File: src/rtl/cache_miss_ctrl.sv
// cache_miss_ctrl: miss-handling sequencer for the 4-way set-associative cache.
// On a miss it writes back a dirty victim, then fetches the missing line over a
// req/ack handshake and hands it to the cache as a one-cycle fill pulse.
// Optional statistics counters are built when CACHE_MISS_CTRL_STATS_EN is defined;
// otherwise o_miss_count and o_wb_count are tied to zero.
module cache_miss_ctrl #(
    parameter int ADDRESS_WIDTH  = 32,
    parameter int TAG_BITS       = 18,
    parameter int INDEX_BITS     = 8,
    parameter int OFFSET_BITS    = 6,
    parameter int LINE_SIZE_BITS = 32,
    parameter int TIMEOUT_CYCLES = 255
) (
    input  logic                      clk,
    input  logic                      rst,
    input  logic                      i_miss,
    input  logic [ADDRESS_WIDTH-1:0]  i_miss_addr,
    input  logic                      i_victim_valid,
    input  logic                      i_victim_dirty,
    input  logic [TAG_BITS-1:0]       i_victim_tag,
    input  logic [LINE_SIZE_BITS-1:0] i_victim_data,
    output logic                      o_fill_valid,
    output logic [LINE_SIZE_BITS-1:0] o_fill_line,
    output logic                      o_busy,
    output logic                      o_mem_req,
    output logic                      o_mem_we,
    output logic [ADDRESS_WIDTH-1:0]  o_mem_addr,
    output logic [LINE_SIZE_BITS-1:0] o_mem_wdata,
    input  logic                      i_mem_ack,
    input  logic [LINE_SIZE_BITS-1:0] i_mem_rdata,
    output logic                      o_err,
    output logic [15:0]               o_miss_count,
    output logic [15:0]               o_wb_count
);

    localparam int LINE_ADDR_BITS = TAG_BITS + INDEX_BITS;
    localparam int TIMER_BITS     = $clog2(TIMEOUT_CYCLES + 1);
    localparam logic [TIMER_BITS-1:0] TIMER_LAST = TIMER_BITS'(TIMEOUT_CYCLES - 1);

    localparam logic [1:0] ST_IDLE      = 2'd0;
    localparam logic [1:0] ST_WRITEBACK = 2'd1;
    localparam logic [1:0] ST_FETCH     = 2'd2;
    localparam logic [1:0] ST_DELIVER   = 2'd3;

    generate
        if (ADDRESS_WIDTH != TAG_BITS + INDEX_BITS + OFFSET_BITS) begin : g_bad_width
            $error("cache_miss_ctrl: ADDRESS_WIDTH must equal TAG_BITS+INDEX_BITS+OFFSET_BITS");
        end
    endgenerate

    logic [1:0]                state_q, state_d;
    logic [TIMER_BITS-1:0]     timer_q, timer_d;
    logic [LINE_ADDR_BITS-1:0] lineAddr_q;
    logic [TAG_BITS-1:0]       victimTag_q;
    logic [LINE_SIZE_BITS-1:0] victimData_q;
    logic [LINE_SIZE_BITS-1:0] fillLine_q;
    logic                      fillValid_q;
    logic                      err_q;
    logic                      inRequest;
    logic                      timeout;
    logic                      capture;
    logic                      unused_offset;

    assign unused_offset = ^i_miss_addr[OFFSET_BITS-1:0];

    assign inRequest = (state_q == ST_WRITEBACK) || (state_q == ST_FETCH);
    assign timeout   = inRequest && !i_mem_ack && (timer_q == TIMER_LAST);
    assign capture   = (state_q == ST_IDLE) && i_miss;

    // Next-state decode: an ack always wins over a timeout in the same cycle.
    always_comb begin
        state_d = state_q;
        case (state_q)
            ST_IDLE: begin
                if (i_miss) begin
                    state_d = (i_victim_valid && i_victim_dirty) ? ST_WRITEBACK : ST_FETCH;
                end
            end
            ST_WRITEBACK: begin
                if (i_mem_ack) begin
                    state_d = ST_FETCH;
                end else if (timeout) begin
                    state_d = ST_IDLE;
                end
            end
            ST_FETCH: begin
                if (i_mem_ack) begin
                    state_d = ST_DELIVER;
                end else if (timeout) begin
                    state_d = ST_IDLE;
                end
            end
            default: begin
                state_d = ST_IDLE;
            end
        endcase
    end

    // Request timer restarts whenever a request phase is entered or left.
    always_comb begin
        timer_d = '0;
        if (inRequest && (state_d == state_q)) begin
            timer_d = timer_q + TIMER_BITS'(1);
        end
    end

    // State, timer and the miss/victim capture registers frozen for the whole sequence.
    always_ff @(posedge clk or posedge rst) begin
        if (rst) begin
            state_q      <= ST_IDLE;
            timer_q      <= '0;
            lineAddr_q   <= '0;
            victimTag_q  <= '0;
            victimData_q <= '0;
        end else begin
            state_q <= state_d;
            timer_q <= timer_d;
            if (capture) begin
                lineAddr_q   <= i_miss_addr[ADDRESS_WIDTH-1:OFFSET_BITS];
                victimTag_q  <= i_victim_tag;
                victimData_q <= i_victim_data;
            end
        end
    end

    // Registered cache-side outputs: fill line/pulse on the fetch ack, error pulse on timeout.
    always_ff @(posedge clk or posedge rst) begin
        if (rst) begin
            fillLine_q  <= '0;
            fillValid_q <= 1'b0;
            err_q       <= 1'b0;
        end else begin
            if ((state_q == ST_FETCH) && i_mem_ack) begin
                fillLine_q <= i_mem_rdata;
            end
            fillValid_q <= (state_q == ST_FETCH) && i_mem_ack;
            err_q       <= timeout;
        end
    end

    assign o_fill_valid = fillValid_q;
    assign o_fill_line  = fillLine_q;
    assign o_err        = err_q;
    assign o_busy       = (state_q != ST_IDLE);
    assign o_mem_req    = inRequest;
    assign o_mem_we     = (state_q == ST_WRITEBACK);

    // Memory address and write data decode straight from the state and capture registers.
    always_comb begin
        o_mem_addr  = '0;
        o_mem_wdata = '0;
        if (state_q == ST_WRITEBACK) begin
            o_mem_addr  = {victimTag_q, lineAddr_q[INDEX_BITS-1:0], {OFFSET_BITS{1'b0}}};
            o_mem_wdata = victimData_q;
        end else if (state_q == ST_FETCH) begin
            o_mem_addr  = {lineAddr_q, {OFFSET_BITS{1'b0}}};
        end
    end

`ifdef CACHE_MISS_CTRL_STATS_EN
    logic [15:0] missCount_q;
    logic [15:0] wbCount_q;

    // Saturating counts of delivered fills and acknowledged writebacks.
    always_ff @(posedge clk or posedge rst) begin
        if (rst) begin
            missCount_q <= '0;
            wbCount_q   <= '0;
        end else begin
            if ((state_q == ST_DELIVER) && (missCount_q != 16'hFFFF)) begin
                missCount_q <= missCount_q + 16'd1;
            end
            if ((state_q == ST_WRITEBACK) && i_mem_ack && (wbCount_q != 16'hFFFF)) begin
                wbCount_q <= wbCount_q + 16'd1;
            end
        end
    end

    assign o_miss_count = missCount_q;
    assign o_wb_count   = wbCount_q;
`else
    assign o_miss_count = 16'd0;
    assign o_wb_count   = 16'd0;
`endif

endmodule

File: config.mk
export PLATFORM = sky130hd
export DESIGN_NAME = cache_miss_ctrl
export DESIGN_NICKNAME = d
export VERILOG_FILES = /design/src/rtl/cache_miss_ctrl.sv
export SDC_FILE = /design/constraint.sdc
export NUM_CORES = 1
export LEC_CHECK = 0
export BUFFER_PORTS_ARGS = -buffer_cell sky130_fd_sc_hd__buf_2
export CORE_MARGIN = 4
export CORE_UTILIZATION = 50
export DETAILED_ROUTE_END_ITERATION = 6
export PLACE_DENSITY = 0.81
export SYNTH_ARGS = -nofsm -noshare
export SYNTH_HDL_FRONTEND = slang
export SYNTH_SLANG_ARGS = --single-unit
File: constraint.sdc
create_clock -name clk -period 8.8 [get_ports clk]
set_input_delay 1.32 -clock clk [delete_from_list [all_inputs] [get_ports clk]]
set_output_delay 1.32 -clock clk [all_outputs]
set_load 0.005 [all_outputs]
==> impl_metrics.yaml <==
die:
  start_util_pct: 51.9
  boundaryPins: 253
  rows: 37
  fp.coreArea_um2: 10500
  die_w_um: 112
  die-area_um2: 12600
  die_h_um: 112
yosys:
  postSynthRegisterBits: 120
  netlist-cell-type-count: 35
  synth_seq_area_share_pct: 55.2
  synth.yosys.warnings: 0
  synth.area.top_cells: "dfrtp_1 55%, mux2_1 15%, mux2_2 7.0%"
  yosysTopAreaCellShare_pct: 55.2
  synth_area_um2: 5440
  post_synth_inst_count: 406
  syn-mean-instance-area_um2: 13.4
  yosysTopAreaCell: "dfrtp_1"
timing:
  tns_ps: 0
  tightestPinTransition_ps: 1020
  max_clock_freq_mhz: 238
  slew-limit-headroom_pct: 32.2
  hold_viol_final: 0
  finalCriticalPeriod_ps: 4210
  slew_violations: 0
  finalSetupViolCount: 0
  post-route-period-util_pct: 47.8
  unrepaired_setup_endpoints_after_global_routing: "false"
  clock-skew-final_ps: 5.62
detailed_routing:
  via_count: 3815
  remaining_drc_errors: 0
  routed_wirelength_um: 12400
  drt_first_iter_violations: 92
  wire_per_inst_um: 16.3
  detail_route.vias_per_cell: 5.00
  detail_route.first_pass.iterations: 5
  remaining_antenna_violation_count_after_routing: 0
cts:
  cts.sink_count: 120
  cts_hold_buf: 0
  cts_buffer_depth: 2
  cts_buffers: 17
  clockRootBuffer: "clkbuf_8"
  worstSkewPairLatency_ps: 520
  ctsResizeCount: 0
  path_clk_slew_ps: 50
  post-cts-setup-buffers: 0
  tritoncts_clock_tree: "yes"
  cts_max_level: 4
placement:
  globalplace.congestion: 0.765
  total_half_perimeter_wirelength_after_legalization_and_detailed_placement_um: 9140
  numPortBuffers: 208
  placed_cells: 731
outcome:
  result_of_the_run: "finished, final reports clean"
setup_path:
  crit_path_end_kind: "output port"
  critPathRequiredTime_ps: 7480
  crit_chain: "inv_1, ha_2, nor2b_2, a22o_1, buf_2"
  r2r.worst_path.cells: 6
  critical_path.max_stage_delay_ps: 890
  path_class: "flip-flop to output port"
  slowest_cell_on_crit_path: "ha_2"
  ff2ff_setup_slack_ps: 6060
  critical_path.startpoint_type: "flip-flop"
  worst-path-max-fanout: 55
  crit_start: "state_q[1]$_DFF_PP0_"
  reg2reg_to: "timer_q[4]$_DFF_PP0_"
  worst-endpoint-arrival_ps: 2890
  worstReg2RegStart: "state_q[1]$_DFF_PP0_"
grt:
  largest_net_degree_at_the_start_of_global_routing: 77
  grt_antenna_before_repair: 0
  grt_overflow: 0
  first_global_vias: 4095
  grt_first_pass_wirelength_um: 19900
  grt.total_usage_pct: 20.0
power_and_ir_drop:
  worst_ir_drop_vdd_v: 0.000194
  power.density_cell_area_nw_per_um2: 361
  cellLeakagePower_nw: 3.55
min_path:
  holdCritPathClass: "flip-flop to flip-flop"
  hold_path_end: "victimData_q[3]$_DFFE_PP0P_"
  hold_start: "victimData_q[3]$_DFFE_PP0P_"
  hold_path_cell_cnt: 1
finish:
  syn2layout_area_growth_pct: 29.8
  final-instance-count-excl-fill: 763
  final_net_count: 740
  final.fill_count: 765
  drive_above_1_share_pct: 45.6
  antenna-diode-count: 0
run:
  cap_viol_max_count: 0
layout by cell type (no fill, tap or decap), types with 2 or more instances in the layout:
master / count
nor2_1: 3
nor2b_1: 8
buf_2: 208
ha_1: 5
dfrtp_1: 120
inv_1: 3
mux2_2: 34
and2_1: 32
clkbuf_16: 16
a21oi_1: 2
clkinvlp_4: 4
nand2_1: 4
clkinv_2: 5
mux2_1: 74
xnor2_1: 2
a22o_1: 18
inv_2: 3
nand3_1: 10
xor2_1: 4
nor3_1: 8
conb_1: 38
bufinv_16: 5
kinds of logic after synthesis:
kind of cell               Yosys count  share of synthesized area, %
other                                1                        0.0690
xor gates and xnor gates             6                         0.967
buffers and inverters               64                          7.37
adders and majority gates            6                          1.38
and+or+nand+nor                     73                          7.83
muxes                              108                          22.4
AOI/OAI and AO/OA                   28                          4.77
DFF                                120                          55.2
worst max-delay path by stage:
stage	endpoint	slack [ps]
finish	o_mem_addr[14]	4590
CTS	o_mem_addr[28]	4510
global route	o_mem_addr[14]	4350
detailed placement	o_mem_addr[28]	5080
global placement	o_mem_addr[28]	5160
floorplan	lineAddr_q[0]$_DFFE_PP0P_	4290
synthesized netlist by cell type:
master and instances:
clkbuf_1 4, a31oi_1 1, nor2b_1 9, or3_1 1
buf_4 38, a211o_1 1, o211ai_1 1, and3_4 1
o311ai_2 1, and4b_1 1, nand2_1 5, nand3_1 10
nor2_1 3, and4_1 1, buf_2 14, a22o_1 18
conb_1 1, xnor2_1 2, a21oi_4 1, dfrtp_1 120
and2_1 32, o311ai_4 1, xor2_1 4, buf_1 1
nor2_2 1, ha_1 6, mux2_2 34, o21ai_1 1
a21oi_1 2, mux2_1 74, nor3_1 8, nand4_1 1
o21ai_0 1, inv_1 4, inv_2 3
flip-flops by register name, indices dropped and copies added (netlist names):
register,cells
o_fill_valid,1
victimData_q,32
timer_q,8
o_fill_line,32
victimTag_q,18
state_q,2
lineAddr_q,26
o_err,1
metrics by stage:
step           power, mW  hold WS [ps]  utilization, %  area, um^2  setup WS, ps
4_1_cts             2.58           485            67.4        7060          4510
2_1_floorplan       1.49           456               -        5570          4290
3_3_place_gp        1.78           462            61.5        6430          5160
6_report            2.54           480            67.4        7060          4590
3_5_place_dp        1.84           472            61.5        6430          5080
5_1_grt             2.71           489            67.4        7060          4350
where the power goes:
group	switching [mW]	leakage, nW	internal [mW]
clock	0.240	0.296	0.485
sequential	0.130	1.43	0.818
combinational	0.417	1.82	0.455
total	0.787	3.55	1.76
layout make-up:
cell class                 instances  area, um^2  area share (%)
sequential                       120        3000            42.6
multi-input combinational        259        2180            30.9
timing repair buffer             209        1050            14.9
clock buffer                      18         418            5.92
clock inverter                    14         205            2.91
tap                              136         170            2.41
inverter                           7        28.8           0.408
critical path: cells and delay by family (launching register included):
| family | cells | cell delay [ps] |
|---|---|---|
| buffers and inverters | 2 | 290 |
| flip-flops | 1 | 450 |
| AO/OA/AOI/OAI | 1 | 330 |
| adder cells (fa/ha/maj) | 1 | 890 |
| AND/OR/NAND/NOR | 1 | 420 |
layer usage:
layer | track usage, % | routed length, um | vias to the layer above
li1 | - | - | 1745
met1 | 20.6 | 4520 | 1883
met2 | 36.7 | 6740 | 162
met3 | 6.52 | 878 | 25
met4 | 8.97 | 299 | 0
met5 | 0 | 0 | -
Power figures use the tool's default switching activity.
